==> config.mk <==
export PLATFORM = sky130hd
export DESIGN_NAME = hq_sched
export DESIGN_NICKNAME = d
export VERILOG_FILES = /design/src/rtl/hq_pkg.sv /design/src/rtl/hq_out_fifo.sv /design/src/rtl/hq_sched.sv
export SDC_FILE = /design/constraint.sdc
export NUM_CORES = 1
export LEC_CHECK = 0
export ABC_CLOCK_PERIOD_IN_PS = 6400
export CORE_UTILIZATION = 50
export CTS_BUF_LIST = sky130_fd_sc_hd__clkbuf_4
export DETAILED_ROUTE_END_ITERATION = 8
export GPL_TIMING_DRIVEN = 0
export PLACE_DENSITY = 0.68
export SLEW_MARGIN = 20
export SYNTH_ARGS = -nofsm -noshare
export SYNTH_HDL_FRONTEND = slang
export SYNTH_SLANG_ARGS = --single-unit
export TNS_END_PERCENT = 1
==> constraint.sdc <==
create_clock -name clk -period 6.4 [get_ports clk]
set_input_delay 1.6 -clock clk [delete_from_list [all_inputs] [get_ports clk]]
set_output_delay 1.6 -clock clk [all_outputs]
set_load 0.1 [all_outputs]
==> src/rtl/hq_pkg.sv <==
// Shared types and constants for the H x Q scheduler.
// Latency: n/a (package only).
// Backpressure: n/a.
package hq_pkg;

    localparam int MAT_DIM     = 4;   // H is MAT_DIM x MAT_DIM
    localparam int H_ELEMS     = 16;  // elements loaded per H matrix
    localparam int OUT_PER_MAT = 8;   // multiplier results per Q matrix
    localparam int NUM_Q       = 16;  // Q matrices per run

    localparam int IDX_W = $clog2(OUT_PER_MAT);
    localparam int Q_W   = $clog2(NUM_Q);
    localparam int RC_W  = $clog2(MAT_DIM);

    typedef enum logic [2:0] {
        ST_IDLE,
        ST_LOAD,
        ST_RUN,
        ST_DRAIN,
        ST_DONE
    } hq_state_e;

endpackage

==> src/rtl/hq_out_fifo.sv <==
// Registered output FIFO with drop-on-full reporting.
// Latency: a push is visible on out_vld the cycle after it is written.
// Backpressure: none upstream; a push into a full FIFO without a same-cycle pop is dropped and flagged.
// Ports: clk/rst_n; push_vld/push_dat (write side), drop (push lost);
//        out_vld/out_rdy/out_dat (read side, data zero while empty).
module hq_out_fifo #(
    parameter int W     = 39,
    parameter int DEPTH = 8
) (
    input  logic         clk,
    input  logic         rst_n,
    input  logic         push_vld,
    input  logic [W-1:0] push_dat,
    output logic         drop,
    output logic         out_vld,
    input  logic         out_rdy,
    output logic [W-1:0] out_dat
);
    localparam int AW = $clog2(DEPTH);

    logic [W-1:0]  mem_q [DEPTH];
    logic [AW-1:0] wr_ptr_q, rd_ptr_q;
    logic [AW:0]   cnt_q;
    logic          empty, full, do_push, do_pop;

    assign empty   = (cnt_q == '0);
    assign full    = (cnt_q == (AW+1)'(DEPTH));
    // Pop only what exists, so push+pop on empty degenerates to a push.
    assign do_pop  = out_rdy && !empty;
    // A pop in the same cycle frees the slot a full-FIFO push needs.
    assign do_push = push_vld && (!full || do_pop);
    assign drop    = push_vld && !do_push;

    assign out_vld = !empty;
    // Gate with empty so the read data is zero out of reset.
    assign out_dat = empty ? '0 : mem_q[rd_ptr_q];

    always_ff @(posedge clk or negedge rst_n) begin
        if (!rst_n) begin
            wr_ptr_q <= '0;
            rd_ptr_q <= '0;
            cnt_q    <= '0;
        end else begin
            if (do_push) wr_ptr_q <= wr_ptr_q + 1'b1;
            if (do_pop)  rd_ptr_q <= rd_ptr_q + 1'b1;
            case ({do_push, do_pop})
                2'b10:   cnt_q <= cnt_q + 1'b1;
                2'b01:   cnt_q <= cnt_q - 1'b1;
                default: cnt_q <= cnt_q;
            endcase
        end
    end

    // Storage needs no reset: entries are only visible through the counter.
    always_ff @(posedge clk) begin
        if (do_push) mem_q[wr_ptr_q] <= push_dat;
    end

endmodule

==> src/rtl/hq_sched.sv <==
// Scheduler: loads a 4x4 H matrix, feeds it to the multiplier, tags and queues its results.
// Latency: mm_h_* is combinational from mm_i_cnt/mm_k_cnt; results reach out_* one cycle after mm_hq_valid.
// Backpressure: out_ready stalls the output FIFO; results arriving while it is full are dropped and ovf is set.
// Ports: h_in_* (H load stream), mm_* (multiplier control/status/results),
//        out_* (tagged result stream), busy/done/ovf status.
// Optional: define HQ_SCHED_OVF_CNT_EN to add ovf_cnt, a saturating count of dropped results.
module hq_sched
    import hq_pkg::*;
#(
    parameter int N          = 16,
    parameter int FIFO_DEPTH = 8
) (
    input  logic                clk,
    input  logic                rst_n,
    input  logic                h_in_valid,
    output logic                h_in_ready,
    input  logic signed [N-1:0] h_in_r,
    input  logic signed [N-1:0] h_in_i,
    output logic                mm_start,
    output logic signed [N-1:0] mm_h_r,
    output logic signed [N-1:0] mm_h_i,
    input  logic [RC_W-1:0]     mm_i_cnt,
    input  logic [RC_W-1:0]     mm_k_cnt,
    input  logic                mm_hq_valid,
    input  logic                mm_one_done,
    input  logic                mm_all_done,
    input  logic signed [N-1:0] mm_hq_r,
    input  logic signed [N-1:0] mm_hq_i,
    output logic                out_valid,
    input  logic                out_ready,
    output logic signed [N-1:0] out_r,
    output logic signed [N-1:0] out_i,
    output logic [Q_W-1:0]      out_q,
    output logic [IDX_W-1:0]    out_idx,
    output logic                busy,
    output logic                done,
    output logic                ovf
`ifdef HQ_SCHED_OVF_CNT_EN
    ,
    output logic [7:0]          ovf_cnt
`endif
);
    localparam int EW = $clog2(H_ELEMS);
    localparam int FW = 2*N + Q_W + IDX_W;

    hq_state_e        state_q, state_d;
    logic [2*N-1:0]   hbuf_q [H_ELEMS];
    logic [EW-1:0]    ld_cnt_q, ld_cnt_d, wr_idx;
    logic [Q_W-1:0]   q_tag_q, q_tag_d;
    logic [IDX_W-1:0] idx_tag_q, idx_tag_d;
    logic             ovf_q, ovf_d;
    logic             load_entry, push, drop;
    logic [FW-1:0]    fifo_out;

    // The first beat is taken in IDLE; that same edge starts a new operation.
    assign load_entry = (state_q == ST_IDLE) && h_in_valid;
    assign push       = (state_q == ST_RUN) && mm_hq_valid;
    assign wr_idx     = (state_q == ST_IDLE) ? '0 : ld_cnt_q;

    always_comb begin
        state_d    = state_q;
        ld_cnt_d   = ld_cnt_q;
        q_tag_d    = q_tag_q;
        idx_tag_d  = idx_tag_q;
        h_in_ready = 1'b0;
        mm_start   = 1'b0;
        busy       = 1'b0;
        done       = 1'b0;
        case (state_q)
            ST_IDLE: begin
                h_in_ready = 1'b1;
                if (h_in_valid) begin
                    state_d   = ST_LOAD;
                    ld_cnt_d  = EW'(1);
                    q_tag_d   = '0;
                    idx_tag_d = '0;
                end
            end
            ST_LOAD: begin
                h_in_ready = 1'b1;
                busy       = 1'b1;
                if (h_in_valid) begin
                    ld_cnt_d = ld_cnt_q + 1'b1;
                    if (ld_cnt_q == EW'(H_ELEMS-1)) state_d = ST_RUN;
                end
            end
            ST_RUN: begin
                busy     = 1'b1;
                mm_start = 1'b1;
                // one_done closes the matrix even if fewer than 8 results came.
                if (mm_one_done) begin
                    idx_tag_d = '0;
                    q_tag_d   = q_tag_q + 1'b1;
                end else if (mm_hq_valid) begin
                    idx_tag_d = idx_tag_q + 1'b1;
                end
                if (mm_all_done) state_d = ST_DRAIN;
            end
            ST_DRAIN: begin
                busy = 1'b1;
                if (!out_valid) state_d = ST_DONE;
            end
            ST_DONE: begin
                done    = 1'b1;
                state_d = ST_IDLE;
            end
            default: state_d = ST_IDLE;
        endcase
    end

    assign ovf_d = load_entry ? 1'b0 : (ovf_q | drop);

    always_ff @(posedge clk or negedge rst_n) begin
        if (!rst_n) begin
            state_q   <= ST_IDLE;
            ld_cnt_q  <= '0;
            q_tag_q   <= '0;
            idx_tag_q <= '0;
            ovf_q     <= 1'b0;
        end else begin
            state_q   <= state_d;
            ld_cnt_q  <= ld_cnt_d;
            q_tag_q   <= q_tag_d;
            idx_tag_q <= idx_tag_d;
            ovf_q     <= ovf_d;
        end
    end

    always_ff @(posedge clk) begin
        if (h_in_valid && h_in_ready) hbuf_q[wr_idx] <= {h_in_r, h_in_i};
    end

    // Row-major: element (i,k) lives at i*MAT_DIM + k.
    assign {mm_h_r, mm_h_i} = hbuf_q[{mm_i_cnt, mm_k_cnt}];
    assign ovf              = ovf_q;

`ifdef HQ_SCHED_OVF_CNT_EN
    logic [7:0] ovf_cnt_q;
    always_ff @(posedge clk or negedge rst_n) begin
        if (!rst_n)                          ovf_cnt_q <= '0;
        else if (load_entry)                 ovf_cnt_q <= '0;
        else if (drop && ovf_cnt_q != 8'hFF) ovf_cnt_q <= ovf_cnt_q + 8'd1;
    end
    assign ovf_cnt = ovf_cnt_q;
`endif

    hq_out_fifo #(
        .W     (FW),
        .DEPTH (FIFO_DEPTH)
    ) u_out_fifo (
        .clk      (clk),
        .rst_n    (rst_n),
        .push_vld (push),
        .push_dat ({mm_hq_r, mm_hq_i, q_tag_q, idx_tag_q}),
        .drop     (drop),
        .out_vld  (out_valid),
        .out_rdy  (out_ready),
        .out_dat  (fifo_out)
    );

    assign {out_r, out_i, out_q, out_idx} = fifo_out;

endmodule

== Word-level counts from Yosys, hierarchy flattened ==
Memories as Yosys holds them, arrays and structs flattened.
Index checks and enable logic that the tools add are counted.

* Add/subtract/negate cells: 7
* Eq/ne operators: 15
* Multiplexer cells: 28
* Bitwise logic cells: 1
* Reductions and logical operators: 21

{| class="wikitable"
|+ Operator list
! operator !! count
|-
| $mux 39 || 1
|-
| $mux 3 || 8
|-
| $pmux 4 s2 || 3
|-
| $mux 4 || 5
|-
| $add 4x1->4 const B || 3
|-
| $pmux 3 s4 || 1
|-
| $ne 2x2->1 const B || 5
|-
| $add 3x1->3 const B || 3
|-
| $mux 1 || 9
|-
| $reduce_and 3->1 || 3
|-
| $eq 4x4->1 const B || 2
|-
| $eq 3x2->1 const B || 2
|-
| $logic_and 1x1->1 || 6
|-
| $pmux 3 s2 || 1
|-
| $reduce_bool 2->1 || 3
|-
| $reduce_and 5->1 || 1
|-
| $logic_not 4->1 || 1
|-
| $sub 4x1->4 const B || 1
|-
| $eq 3x1->1 const B || 1
|-
| $eq 3x3->1 const B || 1
|-
| $logic_not 1->1 || 3
|-
| $logic_not 3->1 || 1
|-
| $ne 3x3->1 const B || 1
|-
| $reduce_or 3->1 || 1
|-
| other kinds (6) || 6
|}

* Register bits: 25
* RAM bits: 824
* Output and inout port bits: 77
* Word-level logic and storage cells: 82
* Memories kept: 2

{| class="wikitable"
|+ Memories
! memory !! words !! bits a word !! read ports !! clocked after Yosys merged registers in !! write ports !! RTL line !! text
|-
| hbuf_q || 16 || 32 || 1 || 0 || 1 || hq_sched.sv:47 || <nowiki>logic [2*N-1:0] hbuf_q [H_ELEMS];</nowiki>
|-
| u_out_fifo.mem_q || 8 || 39 || 1 || 0 || 1 || hq_out_fifo.sv:21 || <nowiki>logic [W-1:0] mem_q [DEPTH];</nowiki>
|}

== Logic depth before layout (Yosys ltp) ==
Gate-level depths: netlist (run 1).

* Word-level depth: 9
* Mapped depth: 12
* Mapped depth without buffers: 10

== Modules after synthesis ==
From an unflattened synthesis (run 1), not the netlist that was laid out.

* Cells, all modules: 1458
* Area, all modules: 32518.7 um^2

{| class="wikitable"
|+ By module, submodules not included
! module !! instances !! cells an instance !! area each (um^2) !! seq. area each (um^2)
|-
| hq_sched || 1 || 895 || 20043.0 || 15750.1
|-
| hq_out_fifo || 1 || 563 || 12475.7 || 9619.2
|}

== Worst setup path before layout (run 1) ==
No wires, ideal clock.

* Kind: input to output
* Start point: input mm_k_cnt[0]
* End point: output mm_h_i[10]
* Data arrival time: 3400 ps
* Required time: 4800 ps
* Path slack: 1400 ps
* Stages: 5
* Path buffers: 2
* Path through: clkbuf_1 > buf_2 > mux4_2 > a22oi_1 > nand2_1

* Longest elaborated chain between the ends: 1

{| class="wikitable"
|+ RTL lines
! what !! RTL line !! text
|-
| from (decl) || hq_sched.sv:23 || <nowiki>input logic [RC_W-1:0] mm_k_cnt,</nowiki>
|-
| $mem_v2 16x32 || - ||
|-
| to (decl) || hq_sched.sv:21 || <nowiki>output logic signed [N-1:0] mm_h_i,</nowiki>
|}

No other way between the ends.

== Worst setup path after layout (run 1) ==
* Start point: input mm_i_cnt[1]
* End point: output mm_h_r[13]

* Longest elaborated chain between the ends: 1

{| class="wikitable"
|+ RTL lines
! what !! RTL line !! text
|-
| from (decl) || hq_sched.sv:22 || <nowiki>input logic [RC_W-1:0] mm_i_cnt,</nowiki>
|-
| $mem_v2 16x32 || - ||
|-
| to (decl) || hq_sched.sv:20 || <nowiki>output logic signed [N-1:0] mm_h_r,</nowiki>
|}

No other way between the ends.

==> flow_summary.rst, run 1 <==
.. list-table::
   :header-rows: 1

   * - Metric
     - Value
   * - Fraction of post-synthesis cell area in the top cell type by area
     - ~76%
   * - Fin nets
     - about 1900
   * - Kind of start point of the critical path
     - input pin
   * - Total area of multi-input combinational cells
     - between 6000 and 7000 um2
   * - Number of buffers added by the clock tree synthesis step
     - between 200 and 250
   * - Transition time at the pin with the least slew margin
     - between 1000 and 1500 ps
   * - Met2 wire length
     - ~36 mm
   * - Filler Cells Inserted
     - around 4500
   * - Maximum vdd ir drop
     - between 0.0005 and 0.0006 V
   * - Run status
     - completed
   * - Fraction of final layout cells sized beyond drive strength 1
     - ~31%
   * - Post-cts hold buffer count
     - 0
   * - WP data required
     - around 4800 ps
   * - Clock sinks
     - approximately 850
   * - Combined flip-flop and latch cell area
     - between 20000 and 30000 um2
   * - Fraction of synthesis flops using an asynchronous set or reset pin
     - 2.94%
   * - Post-Syn Area per Cell
     - 22.3 um2
   * - Initial DRC Count
     - around 1400
   * - Final Total Pwr
     - around 16 mW
   * - Critical Path Fanout Max
     - 10
   * - Final cell utilization of the core
     - roughly three fifths
   * - Number of antenna violations at the first check in global routing
     - 8
   * - Maximum clock skew at final layout
     - about 52 ps
   * - Count of flip-flops with a built-in enable after synthesis
     - ~800
   * - Cells traversed along the worst timing path
     - clkdlybuf4s50_1, nor2b_1, clkbuf_1, clkbuf_1, a22oi_1, nand2_1, clkdlybuf4s50_1
   * - RR Endpoint
     - u_out_fifo.mem_q[2][27]$_DFFE_PP_
   * - Top routing layer in use
     - met5
   * - Ys flop type
     - edfxtp_1
   * - Clk slew on worst S/H paths
     - 60 ps
   * - Post-Synthesis Cells
     - 1455
   * - Insertion delay of the later-clocked pin in the worst-skew pair
     - ~1100 ps
   * - Slowest-stage cell, CP
     - clkdlybuf4s50_1
   * - Worst Setup EP
     - mm_h_r[13]
   * - Weighted congestion at the end of routability-driven global placement
     - 0.752
   * - Post-route worst hold slack
     - approximately 530 ps
   * - Netlist cell types
     - 48
   * - CTS H-tree lvls
     - 4
   * - Leakage dissipation
     - 12.8 nW
   * - IO Port Bufs
     - between 100 and 150
   * - Overall die height
     - approximately 260 um
   * - Top post-synthesis cells by area
     - edfxtp_1 76%, mux4_2 14%, dfrtp_1 1.9%, a22oi_1 1.5%, mux2i_1 1.2%
   * - Setup slack of the worst register-to-register path
     - approximately 3500 ps
   * - Mapped cell area
     - 32400 um2
   * - Number of global-route vias before repair
     - roughly 18000
   * - Global-route wire length before repair
     - around 110 mm
   * - Type of the setup path with the least slack
     - input pin to primary output
   * - Area overhead of the layout relative to synthesis
     - 19.4%
   * - Total overflow reported by the global router
     - 0
   * - Sequential share of the synthesized area
     - about four fifths
   * - Unrepaired setup endpoints after global routing
     - false
   * - Buffer levels on the longest clock path
     - 3
   * - Kind of end point of the critical path
     - primary output
   * - Reg2Reg Depth
     - 7
   * - Largest net degree at the start of global routing
     - 26
   * - Routed wire length per instance
     - between 20 and 25 um
   * - Number of endpoints with negative hold slack in the final report
     - 0
   * - Clock tree from TritonCTS
     - built
   * - Warnings from Yosys
     - 0
   * - Min-delay worst type
     - register to register
   * - Power per cell area
     - 406 nW/um2
   * - Final critical-path share of the clock period
     - between 90 and 100%
   * - Horiz. Die Dim
     - between 200 and 300 um
   * - Overall routing resource usage
     - between 20 and 25%
   * - Die footprint
     - around 66000 um2
   * - Crit-path max cell delay
     - roughly 1100 ps
   * - Worst slew margin relative to its limit
     - a little under a third
   * - Antenna Nets Post-Route
     - 0
   * - Met3 Wirelength
     - 5.33 mm
   * - Hold path depth
     - 2
   * - Root Buffer Master
     - clkbuf_4
   * - First-pass iteration count of the detailed router
     - 7
   * - Num ports
     - between 150 and 200
   * - Startpoint of the lowest-slack register-to-register path
     - state_q[2]$_DFFE_PN0P_
   * - Drt via density
     - 5.71
   * - Starting density of the core
     - between 50% and 60%
   * - Final cell area excluding filler cells
     - 38700 um2
   * - Leading area contributor after synthesis
     - edfxtp_1
   * - Metal1 wirelength
     - about 28 mm
   * - Max Slew Vio Count
     - 0
   * - Maximum achievable frequency
     - approximately 160 MHz
   * - Routed wire length
     - slightly above 70 mm
   * - Hold Crit Start
     - ovf$_DFF_PN0_
   * - Number of setup violations in the final report
     - 0
   * - Core footprint
     - 63500 um2
   * - Maximum Capacitance Violations
     - 0
   * - Dpl cell area
     - between 30000 and 40000 um2
   * - Total of flip-flops plus latches after synthesis
     - approximately 850
   * - Via count of the routed design
     - 16300
   * - Net count after synthesis
     - about 1500
   * - Number of DRC violations after detailed routing
     - 0
   * - Final min period
     - approximately 6300 ps
   * - Timing startpoint of the critical path
     - mm_i_cnt[1]
   * - Cell row count
     - about 90
   * - Arrival time reported for the critical path endpoint
     - 4690 ps
   * - Final HPWL from detailed placement
     - 44.1 mm
[synthesized netlist by cell type, drive strengths merged, types with 2 or more instances]
| library cell | instances |
|---|---|
| nor3b | 2 |
| dfrtp | 25 |
| ha | 8 |
| edfxtp | 824 |
| a31oi | 3 |
| clkbuf | 48 |
| nand2 | 48 |
| mux4 | 206 |
| nor3 | 5 |
| xor2 | 6 |
| nor2 | 69 |
| nand2b | 5 |
| nand3b | 4 |
| a41oi | 2 |
| buf | 29 |
| o21a | 3 |
| inv | 6 |
| or3 | 2 |
| nor2b | 5 |
| xnor2 | 3 |
| mux2 | 2 |
| o21ai | 9 |
| o22ai | 2 |
| a22oi | 64 |
| a22o | 2 |
| nand3 | 16 |
| a21oi | 5 |
| and2 | 3 |
| mux2i | 39 |
| nor4 | 2 |
[metal layers]
metal,vias to the layer above,GRT usage (%)
li1,7080,-
met1,8424,28.4
met2,654,36.0
met3,131,5.81
met4,10,9.06
met5,-,0
[worst min-delay path by stage]
stage	end	slack [ps]
final	ovf$_DFF_PN0_	530
after CTS	u_out_fifo.cnt_q[1]$_DFFE_PN0P_	480
after floorplan	u_out_fifo.wr_ptr_q[0]$_DFFE_PN0P_	500
after global placement	ovf$_DFF_PN0_	520
after global routing	u_out_fifo.cnt_q[1]$_DFFE_PN0P_	550
after detailed placement	ovf$_DFF_PN0_	510
[final cells by class]
type	count	share of cell area [%]
multi-input combinational	523	17.7
antenna	4	0.0259
inverter	6	0.0711
clock inverter	63	0.911
buffer	77	0.869
sequential	849	65.5
timing repair buffer	190	6.35
tap	846	2.73
clock buffer	298	5.78
[per-stage QoR]
stage / TNS (ps) / setup slack (ps) / cells
5_1_grt: 0 / 1.62 / 2854
3_5_place_dp: 0 / 16.4 / 2491
2_1_floorplan: 0 / 1400 / 1455
3_3_place_gp: -52330 / -268 / 2450
4_1_cts: 0 / 3.26 / 2852
6_report: 0 / 110 / 2856
[critical path: cells and delay by family]
family	cells	cell delay, ps
buffers and inverters	4	2600
AND/OR/NAND/NOR	2	260
AO/OA/AOI/OAI	1	230
[registers in the layout, summed over array words and instances (netlist names), 4 cells and up]
name	flops
hbuf_q	512
u_out_fifo.mem_q	312
q_tag_q	4
u_out_fifo.cnt_q	4
ld_cnt_q	4
[layout by cell type, fill, tap and decap left out, drive strengths merged, types with 9 or more instances in the layout]
cell type,n
clkbuf,346
clkinv,52
nor2,69
edfxtp,824
mux2i,39
buf,71
nand2,48
o21ai,9
nand3,16
a22oi,64
clkdlybuf4s50,130
mux4,206
dfrtp,25
dlymetal6s2s,18
inv,9
[timing repair]
action | 4_1_cts | 5_1_grt
gates resized for setup | 0 | 18
endpoints found under the setup margin | 0 | 18
buffers inserted | 0 | 0
[cells by family (layout without fill, tap and decap cells)]
family | count (synthesis) | count (layout) | synth area share (%)
AOI/OAI and AO/OA | 92 | 92 | 2.04
xor gates and xnor gates | 9 | 9 | 0.243
adders and majority gates | 8 | 8 | 0.309
buffers and inverters | 83 | 634 | 1.12
DFF | 849 | 849 | 78.3
muxes | 247 | 247 | 15.6
other | 0 | 4 | 0
and+or+nand+nor | 167 | 167 | 2.42
[report_power, final]
part / internal, mW / total (mW) / switching [mW] / leakage (nW)
sequential: 6.46 / 6.63 / 0.163 / 7.74
combinational: 1.43 / 4.77 / 3.34 / 3.56
clock: 2.25 / 4.33 / 2.08 / 1.52
total: 10.1 / 15.7 / 5.58 / 12.8
Note: power is estimated with default switching activity, not from simulation.
==> run 2: changes to the inputs <==
Settings changed: GPL_TIMING_DRIVEN 0 to unset.
==> flow_summary.rst, run 2 (synthesis results as in run 1) <==
.. list-table::
   :header-rows: 1

   * - Metric
     - Value
   * - Run status
     - completed
   * - Buffer levels on the longest clock path
     - 3 (unchanged)
   * - Fraction of final layout cells sized beyond drive strength 1
     - 33.9% (+2.8 points)
   * - Num ports
     - 152 (unchanged)
   * - Min-delay worst type
     - register to register
   * - Type of the setup path with the least slack
     - register to primary output
   * - Overall routing resource usage
     - 21.1% (-0.99 points)
   * - IO Port Bufs
     - 151 (+1.3%)
   * - Via count of the routed design
     - 15900 (-2.7%)
   * - Overall die height
     - 257 um (unchanged)
   * - Max Slew Vio Count
     - 0 (unchanged)
   * - First-pass iteration count of the detailed router
     - 5 (-2)
   * - Resized Gates After CTS
     - 0 (unchanged)
   * - Cell row count
     - 92 (unchanged)
   * - Post-route worst hold slack
     - 531 ps (-2.10 ps)
   * - Kind of end point of the critical path
     - primary output
   * - Post-CTS Setup Bufs
     - 0 (unchanged)
   * - Largest reg by FF count
     - hbuf_q
   * - Setup Total Neg Slack
     - 0 ps (unchanged)
   * - Routed wire length per instance
     - 24.2 um (-2.0%)
   * - Cells traversed along the worst timing path
     - buf_4, mux4_2, mux2i_1, nor2_1, clkdlybuf4s50_1
   * - Maximum vdd ir drop
     - 0.000549 V (-8.2%)
   * - Final HPWL from detailed placement
     - 36.9 mm (-16%)
   * - Die footprint
     - 65800 um2 (unchanged)
   * - Clock sinks
     - 849 (unchanged)
   * - Crit-path max cell delay
     - 1080 ps (-60 ps)
   * - Initial DRC Count
     - 1338 (-2.8%)
   * - Highest-count cells in the layout ignoring fill and taps
     - 824 x edfxtp_1, 310 x clkbuf_4, 206 x mux4_2
   * - WP data required
     - 4800 ps (about the same)
   * - Final min period
     - 5620 ps (-669 ps)
   * - Number of setup violations in the final report
     - 0 (unchanged)
   * - Kind of start point of the critical path
     - register
   * - Insertion delay of the later-clocked pin in the worst-skew pair
     - 1020 ps (-40 ps)
   * - Number of endpoints with negative hold slack in the final report
     - 0 (unchanged)
   * - Post-cts hold buffer count
     - 0 (unchanged)
   * - Horiz. Die Dim
     - 257 um (unchanged)
   * - Final critical-path share of the clock period
     - 87.8% (-10 points)
   * - Number of buffers added by the clock tree synthesis step
     - 203 (-2.4%)
   * - Area overhead of the layout relative to synthesis
     - 16.6%
   * - CTS H-tree lvls
     - 4 (unchanged)
   * - Maximum achievable frequency
     - 178 MHz (+12%)
   * - Setup slack of the worst register-to-register path
     - 2900 ps (-630 ps)
   * - Number of global-route vias before repair
     - 17000 (-3.3%)
   * - Total overflow reported by the global router
     - 0 (unchanged)
   * - Transition time at the pin with the least slew margin
     - 1140 ps (+96.9 ps)
   * - Maximum clock skew at final layout
     - 62.8 ps (+10.5 ps)
   * - Arrival time reported for the critical path endpoint
     - 4020 ps (-670 ps)
   * - Leakage dissipation
     - 12.4 nW (-3.2%)
   * - Global-route wire length before repair
     - 102 mm (-3.6%)
   * - Largest regs
     - hbuf_q: 512 flops, u_out_fifo.mem_q: 312 flops
   * - Worst slew margin relative to its limit
     - 24.0% (-6.5 points)
   * - Max FFs per register
     - 512 (unchanged)
   * - Unrepaired setup endpoints after global routing
     - false
   * - Maximum Capacitance Violations
     - 0 (unchanged)
   * - Clk slew on worst S/H paths
     - 70 ps (about the same)
   * - Critical Path Fanout Max
     - 20 (+10)
   * - Number of antenna violations at the first check in global routing
     - 7 (-1)
   * - Number of DRC violations after detailed routing
     - 0 (unchanged)
   * - Root Buffer Master
     - clkbuf_4
   * - Core footprint
     - 63500 um2 (unchanged)
   * - Leading cell type in the layout, fill and taps excluded
     - edfxtp_1
   * - Antenna Nets Post-Route
     - 0 (unchanged)
   * - Slowest-stage cell, CP
     - clkdlybuf4s50_1
   * - Fin nets
     - 1867 (-3.7%)
   * - Power per cell area
     - 411 nW/um2 (+1.1%)
   * - Largest net degree at the start of global routing
     - 62 (+140%)
   * - Weighted congestion at the end of routability-driven global placement
     - 0.747 (-0.61%)
   * - Drt via density
     - 5.70 (-0.19%)
   * - Routed wire length
     - 67.4 mm (-4.5%)
   * - Starting density of the core
     - 51.0% (unchanged)
   * - Clock tree from TritonCTS
     - built
## run 2: changes by cell type in the layout (fill, tap and decap cells not counted), sizes merged
cell           change
clkbuf            -35
clkinv            -20
dlymetal6s2s      -18
clkdlybuf4s50     -13
buf               +12
inv                +6
bufinv             -3
clkinvlp           -1
## run 2: worst paths after layout
kind / from / to / cells past startpoint
max: u_out_fifo.rd_ptr_q[0]$_DFFE_PN0P_ / out_q[3] / 5
min: ovf$_DFF_PN0_ / ovf$_DFF_PN0_ / 2
max reg2reg: state_q[1]$_DFFE_PN0P_ / u_out_fifo.mem_q[7][38]$_DFFE_PP_ / 5
min reg2reg: ovf$_DFF_PN0_ / ovf$_DFF_PN0_ / 2
max in group asynchronous: rst_n / ld_cnt_q[2]$_DFFE_PN0P_ / 2
min in group asynchronous: rst_n / q_tag_q[1]$_DFFE_PN0P_ / 2
## run 2: metal layers
metal  routed length (um)  global-route usage, %  vias to the layer above
met5                   62                      0                        -
li1                     -                      -                     6905
met1                27100                   27.0                     8284
met4                 1150                   7.23                       10
met2                34200                   34.6                      561
met3                 4990                   6.24                       98
## run 2: cell type report
type,instances,area [um2]
well taps,846,1060
diodes,4,10.0
clock inverters,45,225
multi-input cells,523,6880
inverters,6,27.5
fillers,4649,25800
clock buffers,310,2330
repair buffers,201,1870
flip-flops and latches,849,25400
## run 2: power breakdown
| group | leakage [nW] | switching (mW) | internal (mW) |
|---|---|---|---|
| registers | 7.74 | 0.290 | 6.47 |
| clock network | 1.52 | 2.05 | 2.21 |
| logic | 3.15 | 3.15 | 1.35 |
| total | 12.4 | 5.49 | 10.0 |
## run 2: critical path: cells and delay by family (launching register included)
kind          cells  cell delay, ps
simple gates      1              60
flops             1             690
buf+inv           2            1510
mux               2             730
## run 2: stage by stage
step,area (um2),util (%),cells,power [mW],setup slack [ps]
after detailed placement,35200,55.4,2425,11.4,1060
after CTS,37800,59.4,2780,15.7,547
after floorplan,32400,-,1455,10.2,1400
after global routing,37800,59.4,2784,16.2,428
after global placement,35200,55.4,2425,11.4,1080
final,37800,59.4,2784,15.5,779
